--- src/rtl/pa_f_sram_ctrl.sv ---
// pa_f_sram_ctrl: single-port SRAM controller with zero-fill init,
// valid/ready request port and a 2-entry registered read-response FIFO.
module pa_f_sram_ctrl #(
   parameter int ADDR_WIDTH = 11,
   parameter int DATA_WIDTH = 32,
   parameter bit INIT_EN    = 1'b1
) (
   input  logic                    CLK,
   input  logic                    RST,
   input  logic                    req_vld,
   output logic                    req_rdy,
   input  logic                    req_wr,
   input  logic [ADDR_WIDTH-1:0]   req_addr,
   input  logic [DATA_WIDTH-1:0]   req_wdata,
   input  logic [DATA_WIDTH/8-1:0] req_be,
   output logic                    rsp_vld,
   input  logic                    rsp_rdy,
   output logic [DATA_WIDTH-1:0]   rsp_rdata,
   output logic                    init_done,
   output logic [ADDR_WIDTH-1:0]   sram_a,
   output logic                    sram_cen,
   output logic                    sram_gwen,
   output logic [DATA_WIDTH-1:0]   sram_wen,
   output logic [DATA_WIDTH-1:0]   sram_d,
   input  logic [DATA_WIDTH-1:0]   sram_q
);

   localparam int BE_WIDTH = DATA_WIDTH / 8;
   localparam logic [ADDR_WIDTH-1:0] CNT_LAST = '1;

   typedef enum logic {
      ST_INIT,
      ST_RUN
   } state_t;

   state_t                  state_q;
   state_t                  state_d;
   logic [ADDR_WIDTH-1:0]   cnt_q;
   logic                    init_done_q;
   logic                    rd_pend_q;
   logic                    head_vld_q;
   logic                    tail_vld_q;
   logic [DATA_WIDTH-1:0]   head_q;
   logic [DATA_WIDTH-1:0]   tail_q;
   logic [1:0]              occ;
   logic                    accept;
   logic                    rd_acc;
   logic                    wr_acc;
   logic                    push;
   logic                    pop;

   // Credit check uses registered state only; a same-cycle pop is not credited.
   always_comb begin
      occ     = {1'b0, head_vld_q} + {1'b0, tail_vld_q} + {1'b0, rd_pend_q};
      req_rdy = (state_q == ST_RUN) && (occ < 2'd2);
      accept  = req_vld && req_rdy;
      rd_acc  = accept && !req_wr;
      wr_acc  = accept && req_wr;
      push    = rd_pend_q;
      pop     = head_vld_q && rsp_rdy;
   end

   // Next-state logic: leave INIT after the last address (or at once without init).
   always_comb begin
      state_d = state_q;
      unique case (state_q)
         ST_INIT: begin
            if (!INIT_EN || cnt_q == CNT_LAST) begin
               state_d = ST_RUN;
            end
         end
         ST_RUN: begin
            state_d = ST_RUN;
         end
         default: begin
            state_d = ST_INIT;
         end
      endcase
   end

   // State register.
   always_ff @(posedge CLK or posedge RST) begin
      if (RST) begin
         state_q <= ST_INIT;
      end else begin
         state_q <= state_d;
      end
   end

   // Init address walker; freezes once the last word has been cleared.
   always_ff @(posedge CLK or posedge RST) begin
      if (RST) begin
         cnt_q <= '0;
      end else if (state_q == ST_INIT && cnt_q != CNT_LAST) begin
         cnt_q <= cnt_q + ADDR_WIDTH'(1);
      end
   end

   // init_done follows the state register so it rises with entry to RUN.
   always_ff @(posedge CLK or posedge RST) begin
      if (RST) begin
         init_done_q <= 1'b0;
      end else begin
         init_done_q <= (state_d == ST_RUN);
      end
   end

   // SRAM port: zero-fill during init, pass-through access in RUN, idle otherwise.
   always_comb begin
      sram_a    = req_addr;
      sram_d    = req_wdata;
      sram_cen  = 1'b1;
      sram_gwen = 1'b1;
      sram_wen  = '1;
      if (state_q == ST_INIT) begin
         if (INIT_EN && !RST) begin
            sram_a    = cnt_q;
            sram_d    = '0;
            sram_cen  = 1'b0;
            sram_gwen = 1'b0;
            sram_wen  = '0;
         end
      end else if (rd_acc) begin
         sram_cen = 1'b0;
      end else if (wr_acc && (|req_be)) begin
         sram_cen  = 1'b0;
         sram_gwen = 1'b0;
         for (int b = 0; b < BE_WIDTH; b++) begin
            sram_wen[8*b +: 8] = {8{~req_be[b]}};
         end
      end
   end

   // Read-in-flight flag: set by an accepted read, consumed the next edge.
   always_ff @(posedge CLK or posedge RST) begin
      if (RST) begin
         rd_pend_q <= 1'b0;
      end else begin
         rd_pend_q <= rd_acc;
      end
   end

   // Two-entry in-order response FIFO; the head register drives the outputs.
   always_ff @(posedge CLK or posedge RST) begin
      if (RST) begin
         head_vld_q <= 1'b0;
         tail_vld_q <= 1'b0;
         head_q     <= '0;
         tail_q     <= '0;
      end else if (pop) begin
         if (tail_vld_q) begin
            head_q <= tail_q;
            if (push) begin
               tail_q <= sram_q;
            end else begin
               tail_vld_q <= 1'b0;
            end
         end else if (push) begin
            head_q <= sram_q;
         end else begin
            head_vld_q <= 1'b0;
         end
      end else if (push) begin
         if (!head_vld_q) begin
            head_q     <= sram_q;
            head_vld_q <= 1'b1;
         end else begin
            tail_q     <= sram_q;
            tail_vld_q <= 1'b1;
         end
      end
   end

   assign rsp_vld   = head_vld_q;
   assign rsp_rdata = head_q;
   assign init_done = init_done_q;

endmodule

--- config.mk ---
export PLATFORM = sky130hd
export DESIGN_NAME = pa_f_sram_ctrl
export DESIGN_NICKNAME = d
export VERILOG_FILES = /design/src/rtl/pa_f_sram_ctrl.sv
export SDC_FILE = /design/constraint.sdc
export NUM_CORES = 1
export LEC_CHECK = 0
export CORE_UTILIZATION = 42
export CTS_BUF_LIST = sky130_fd_sc_hd__clkbuf_8
export DETAILED_ROUTE_END_ITERATION = 8
export GPL_ROUTABILITY_DRIVEN = 0
export PLACE_DENSITY_LB_ADDON = 0.08
export SLEW_MARGIN = 20
export SYNTH_ARGS = -nofsm -noshare
export SYNTH_HDL_FRONTEND = slang
export SYNTH_SLANG_ARGS = --single-unit
--- constraint.sdc ---
create_clock -name CLK -period 3.3 [get_ports CLK]
set_input_delay 0.495 -clock CLK [delete_from_list [all_inputs] [get_ports CLK]]
set_output_delay 0.495 -clock CLK [all_outputs]
set_load 0.02 [all_outputs]
==> metrics.yaml, run 1 <==
outcome:
  status: "completed"
synthesis:
  synth_top_area_frac: 0.493
  ys_ff_latch: 79
  synth-main-ff-cell: "dfrtp_1"
  synth.distinct_cells: 35
  netlist_area_um2: 4010
  syn-num-nets: 450
  synth_edf_count: 0
  ys_top_cells_by_area: "dfrtp_1 49%, mux2_2 12%, mux2i_1 8.2%"
  async_flop_share: 1.00
  synth_compound_area_frac: 0.0770
  syn_area_per_cell_um2: 11.1
  synth-xor-area-share: 0.00873
  synth_top_area_cell: "dfrtp_1"
  ys_seq_area_frac: 0.493
  synth-adder-area-share: 0.00935
  synthCells: 363
  muxShareOfSynthArea: 0.210
  yosysWarnings: 0
  synthSimpleGateAreaFrac: 0.122
  synth_top_family_by_area: "multiplexers"
timing:
  slew_headroom: 0.523
  finalSetupViolations: 0
  period_share: 0.950
  setup_tns_ns: 0
  rsz0062_at_grt: "false"
  fin_worst_skew_ns: 0.00924
  finalCriticalPeriod_ns: 3.13
  fin_ws_ns: 0.167
  tightest_slew_ns: 0.715
  hold_viol: 0
  maxSlewViolCount: 0
  timing.fmax_mhz: 319
route:
  drtIter0Drc: 58
  first_pass_iters: 4
  drt_wl_total_um: 10300
  ant_nets: 0
  vias: 3271
  viasPerCell: 4.87
  drc: 0
  wire_per_inst_um: 15.4
placed_design:
  place_area_um2: 5960
  place_ws_ns: 0.0173
  post-place-cells: 656
  hpwl_um: 7730
  portBuffers: 195
setup_path:
  crit_required_ns: 2.80
  cpLargestDelayFamily: "buffers and inverters"
  cp-end-kind: "primary output"
  arrival_ns: 2.64
  path_buf_inv: 3
  crit_fanout: 8
  cpMostUsedCell: "clkdlybuf4s50_1"
  cp-start-kind: "primary input"
  slowest_delay_ns: 0.62
  path_cells: "clkdlybuf4s50_1, or4_1, a31o_2, o21ai_0, buf_4, clkdlybuf4s50_1"
  crit_slowest_cell: "clkdlybuf4s50_1"
  path_class: "primary input to primary output"
finish:
  n_fill_cell: 720
  final_nets: 625
  syn_to_final_growth_pct: 54.3
  diodes: 0
  fin_cells: 672
  layout-drive-gt1-share: 0.151
  design_area_um2: 6190
grt:
  antenna_found_initial: 0
  grt_start_max_net_pins: 49
  grt_overflow: 0
  grt_pass1_vias: 3364
  grt_usage: 0.213
  grt_pass1_wl_um: 16200
flow_run:
  drv_cap: 0
floorplan:
  start_util: 0.434
  rows: 35
  core_um2: 9240
  die_w_um: 99.7
  dieArea_um2: 9950
  ios: 196
  die_h_um: 99.7
clock_tree:
  cts_root_buf: "clkbuf_8"
  cts_setup_buffers: 0
  cts_tree: "done"
  clkTransAtPathRegs_ns: 0.07
  cts_max_level: 3
  clock_path_buffers: 2
  clock_latency_ns: 0.35
  clock_sinks: 79
  cts_made_buffers: 9
pwr:
  p_leak_nw: 2.88
  powerDensity_nw_per_um2: 572
  vdd_drop_max_mv: 0.224
min_path:
  hold_path.class: "flop to flop"
-- registers in the layout, indices dropped and copies added, names as in the netlist --
name	cells
rsp_rdata	32
tail_vld_q	1
rsp_vld	1
push	1
tail_q	32
cnt_q	11
init_done	1
-- where the power goes --
group	internal, mW	switching, mW	total (mW)	leakage [nW]
sequential	1.19	0.125	1.31	0.987
combinational	0.729	0.748	1.48	1.79
clock	0.396	0.358	0.754	0.106
-- synth_stat cells, drive strengths merged (2+ instances only) --
cell type	count
dfrtp	79
mux2	45
buf	39
a21oi	37
nor2	35
nor2b	34
mux2i	33
inv	8
nand2	7
clkbuf	6
o21ai	6
nand3	4
a31oi	3
ha	3
nand4	3
xnor2	3
a211oi	2
and2	2
and4	2
-- cell usage in the layout, fill, tap and decap left out, types with 2 or more instances in the layout --
master	instances
clkdlybuf4s50_1	187
dfrtp_1	79
mux2_2	44
a21oi_1	37
nor2_1	34
nor2b_1	34
mux2i_1	33
buf_4	13
clkbuf_8	11
inv_1	7
nand2_1	7
dlymetal6s2s_1	7
o21ai_0	6
nand3_1	3
xnor2_1	3
a31oi_1	3
ha_1	3
and4_1	2
and2_1	2
nand4_1	2
clkinv_4	2
-- cells by family (layout without fill, tap and decap cells) --
| kind of cell | count (synthesis) | after routing |
|---|---|---|
| and+or+nand+nor | 93 | 93 |
| DFF | 79 | 79 |
| muxes | 78 | 78 |
| AOI/OAI and AO/OA | 53 | 53 |
| buffers and inverters | 53 | 233 |
| xor gates and xnor gates | 4 | 4 |
| adders and majority gates | 3 | 3 |
-- stage by stage --
step | utilization | hold slack [ns] | total power [mW]
floorplan | - | 0.475 | 2.09
global placement | 0.645 | 0.486 | 2.79
detailed placement | 0.645 | 0.492 | 2.83
CTS | 0.668 | 0.512 | 3.59
global route | 0.670 | 0.517 | 3.75
finish | 0.670 | 0.506 | 3.54
-- metal layers --
| metal | up-vias | global-route usage | part of all wire |
|---|---|---|---|
| met1 | 1575 | 0.254 | 0.41 |
| met3 | 11 | 0.0569 | 0.063 |
| met4 | 0 | 0.0713 | 0.013 |
| li1 | 1571 | - | - |
| met2 | 114 | 0.371 | 0.51 |
| met5 | - | 0 | 0 |
-- final cells by class --
| type | count | area, µm² | share of cell area |
|---|---|---|---|
| clock buffers | 11 | 151 | 0.0244 |
| well taps | 129 | 161 | 0.0261 |
| repair buffers | 209 | 2090 | 0.337 |
| multi-input cells | 231 | 1720 | 0.278 |
| inverters | 8 | 31.3 | 0.00505 |
| flip-flops and latches | 79 | 1980 | 0.319 |
| clock inverters | 5 | 63.8 | 0.0103 |
-- worst reg2reg max path, delay by kind of cell, from the launching register on --
family	cells	cell delay, ns
flops	1	0.50
mux	1	0.19
simple gates	1	0.61
buf+inv	1	0.46
compound gates	1	0.09
-- timing repair --
item                       CTS  global route
setup endpoints to repair    1             7
resized for setup            1             7
hold buffers                 0             0
-- path summary, 6_finish.rpt --
path / from / endpoint / slack, ns / cells after the start
worst max register to register: tail_vld_q / rsp_rdata[27] / 1.33 / 4
worst max-delay path: req_be[1] / sram_wen[6] / 0.17 / 6
max in group asynchronous: RST / rsp_rdata[19] / 2.04 / 3
worst min register to register: tail_q[21] / tail_q[21] / 0.51 / 1
min in group asynchronous: RST / cnt_q[8] / 0.60 / 2
worst min-delay path: tail_q[21] / tail_q[21] / 0.51 / 1
Power figures use the tool's default switching activity.
==> run 2: changes to the inputs <==
--- a/config.mk
+++ b/config.mk
@@ -10,6 +10,7 @@
 export DETAILED_ROUTE_END_ITERATION = 8
 export GPL_ROUTABILITY_DRIVEN = 0
 export PLACE_DENSITY_LB_ADDON = 0.08
+export SKIP_LAST_GASP = 1
 export SLEW_MARGIN = 20
 export SYNTH_ARGS = -nofsm -noshare
 export SYNTH_HDL_FRONTEND = slang
==> constraint.sdc (replaced) <==
create_clock -name CLK -period 3.3 [get_ports CLK]
set_input_delay 0.99 -clock CLK [delete_from_list [all_inputs] [get_ports CLK]]
set_output_delay 0.99 -clock CLK [all_outputs]
set_load 0.02 [all_outputs]
==> metrics.yaml, run 2 (same netlist as run 1, synthesis figures left out) <==
outcome:
  status: "completed"
timing:
  finalCriticalPeriod_ns: 3.26  # +0.130 ns
  maxSlewViolCount: 0  # unchanged
  period_share: 0.989  # +0.0393
  setup_tns_ns: 0  # unchanged
  rsz0062_at_grt: "true"
  hold_viol: 0  # unchanged
  finalSetupViolations: 0  # unchanged
  timing.fmax_mhz: 306  # -4.0%
  tightest_slew_ns: 0.539  # -0.176 ns
  fin_worst_skew_ns: 0.0143  # +0.00506 ns
  slew_headroom: 0.640  # +0.118
floorplan:
  rows: 35  # unchanged
  die_w_um: 99.7  # unchanged
  ios: 196  # unchanged
  die_h_um: 99.7  # unchanged
  start_util: 0.434  # unchanged
  dieArea_um2: 9950  # unchanged
  core_um2: 9240  # unchanged
pwr:
  powerDensity_nw_per_um2: 553  # -3.3%
  p_leak_nw: 3.00  # +4.2%
  power_mw: 3.45  # -2.5%
  vdd_drop_max_mv: 0.280  # +25%
grt:
  antenna_found_initial: 1  # +1
  grt_pass1_vias: 3261  # -3.1%
  grt_overflow: 0  # unchanged
  grt_usage: 0.203  # -0.0104
  grt_start_max_net_pins: 65  # +33%
  grt_pass1_wl_um: 15700  # -3.5%
placed_design:
  portBuffers: 195  # unchanged
  hpwl_um: 7370  # -4.6%
  place_area_um2: 6050  # +1.5%
setup_path:
  cpMostUsedCell: "buf_6"
  crit_fanout: 8  # unchanged
  r2r_start: "tail_vld_q"
  cp-end-kind: "primary output"
  crit_start: "req_be[0]"
  crit_required_ns: 2.31  # -0.49 ns
  path_cells: "buf_2, or4_4, a31o_4, o21ai_4, buf_6, buf_6"
  slowest_delay_ns: 0.53  # -0.09 ns
  path_class: "primary input to primary output"
  cpLargestDelayFamily: "simple AND/OR/NAND/NOR gates"
  cp-start-kind: "primary input"
  crit_slowest_cell: "or4_4"
  path_buf_inv: 3  # unchanged
  arrival_ns: 2.27  # -0.37 ns
finish:
  n_fill_cell: 731  # +1.5%
  final_nets: 634  # +1.4%
  syn_to_final_growth_pct: 55.6
  final_cell_mix: "129 x clkdlybuf4s50_1, 79 x dfrtp_1, 44 x mux2_2"
  layout_commonest_cell: "clkdlybuf4s50_1"
  design_area_um2: 6240  # +0.81%
  layout-drive-gt1-share: 0.241  # +0.0899
route:
  drt_wl_total_um: 9890  # -4.2%
  first_pass_iters: 4  # unchanged
  drtIter0Drc: 74  # +28%
  vias: 3303  # +0.98%
  ant_nets: 0  # unchanged
  wire_per_inst_um: 14.5  # -5.6%
  viasPerCell: 4.84  # -0.50%
  drc: 0  # unchanged
clock_tree:
  cts_root_buf: "clkbuf_8"
  clkTransAtPathRegs_ns: 0.08  # about the same
  cts_max_level: 3  # unchanged
  clock_path_buffers: 2  # unchanged
  holdBufCountCts: 0  # unchanged
  clock_latency_ns: 0.36  # about the same
  clock_sinks: 79  # unchanged
  cts_tree: "done"
  cts_made_buffers: 9  # unchanged
min_path:
  hold_path.class: "flop to flop"
  min-delay-start: "tail_q[26]"
flow_run:
  drv_cap: 0  # unchanged
==> run 2: changes by cell type in the layout (fill, tap and decap cells not counted), moves of 3 or more <==
cell             delta
buf_12              +3
buf_2              +12
buf_4               +7
buf_6              +20
clkdlybuf4s50_1    -58
dlygate4sd2_1      +26
dlymetal6s2s_1      -6
==> run 2: per-layer routing <==
metal	global-route usage	routed length, µm	up-vias
li1	-	-	1592
met4	0.0724	182	0
met3	0.0710	796	13
met1	0.232	3870	1581
met2	0.349	5030	117
met5	0	0	-
==> run 2: area by class of cell <==
cell class,instances,area (µm²),area share
repair buffers,218,2100,0.336
flip-flops and latches,79,1980,0.317
multi-input cells,231,1790,0.287
well taps,129,161,0.0259
clock buffers,9,124,0.0198
clock inverters,7,55.1,0.00882
inverters,8,31.3,0.00501
diodes,1,2.50,0.000401
==> run 2: final timing paths <==
kind | slack (ns) | to | cells past startpoint
max | 0.04 | sram_wen[28] | 6
min | 0.51 | tail_q[26] | 1
max reg2reg | 1.52 | rsp_rdata[25] | 4
min reg2reg | 0.51 | tail_q[26] | 1
max in group asynchronous | 1.70 | rsp_rdata[24] | 4
min in group asynchronous | 0.95 | rsp_rdata[8] | 3
==> run 2: through the flow <==
step                hold slack, ns  instances  setup WS [ns]  utilization
floorplan                    0.475        363        -0.0872            -
global placement             0.486        663         -0.756        0.655
detailed placement           0.491        663         -0.800        0.655
CTS                          0.511        680        -0.0170        0.671
global route                 0.520        682        -0.0187        0.676
finish                       0.509        682         0.0367        0.676
==> run 2: where the power goes <==
part	internal, mW	switching [mW]	total (mW)
Combinational	0.727	0.754	1.48
Clock	0.282	0.377	0.659
Sequential	1.19	0.128	1.31
Total	2.20	1.26	3.45
==> run 2: repair_timing <==
action                     CTS  global route
hold endpoints to repair     0             0
pin swaps                    4             4
setup buffers                1             1
gates resized for setup    228            17
setup endpoints to repair   77            45
cloned                       0             0
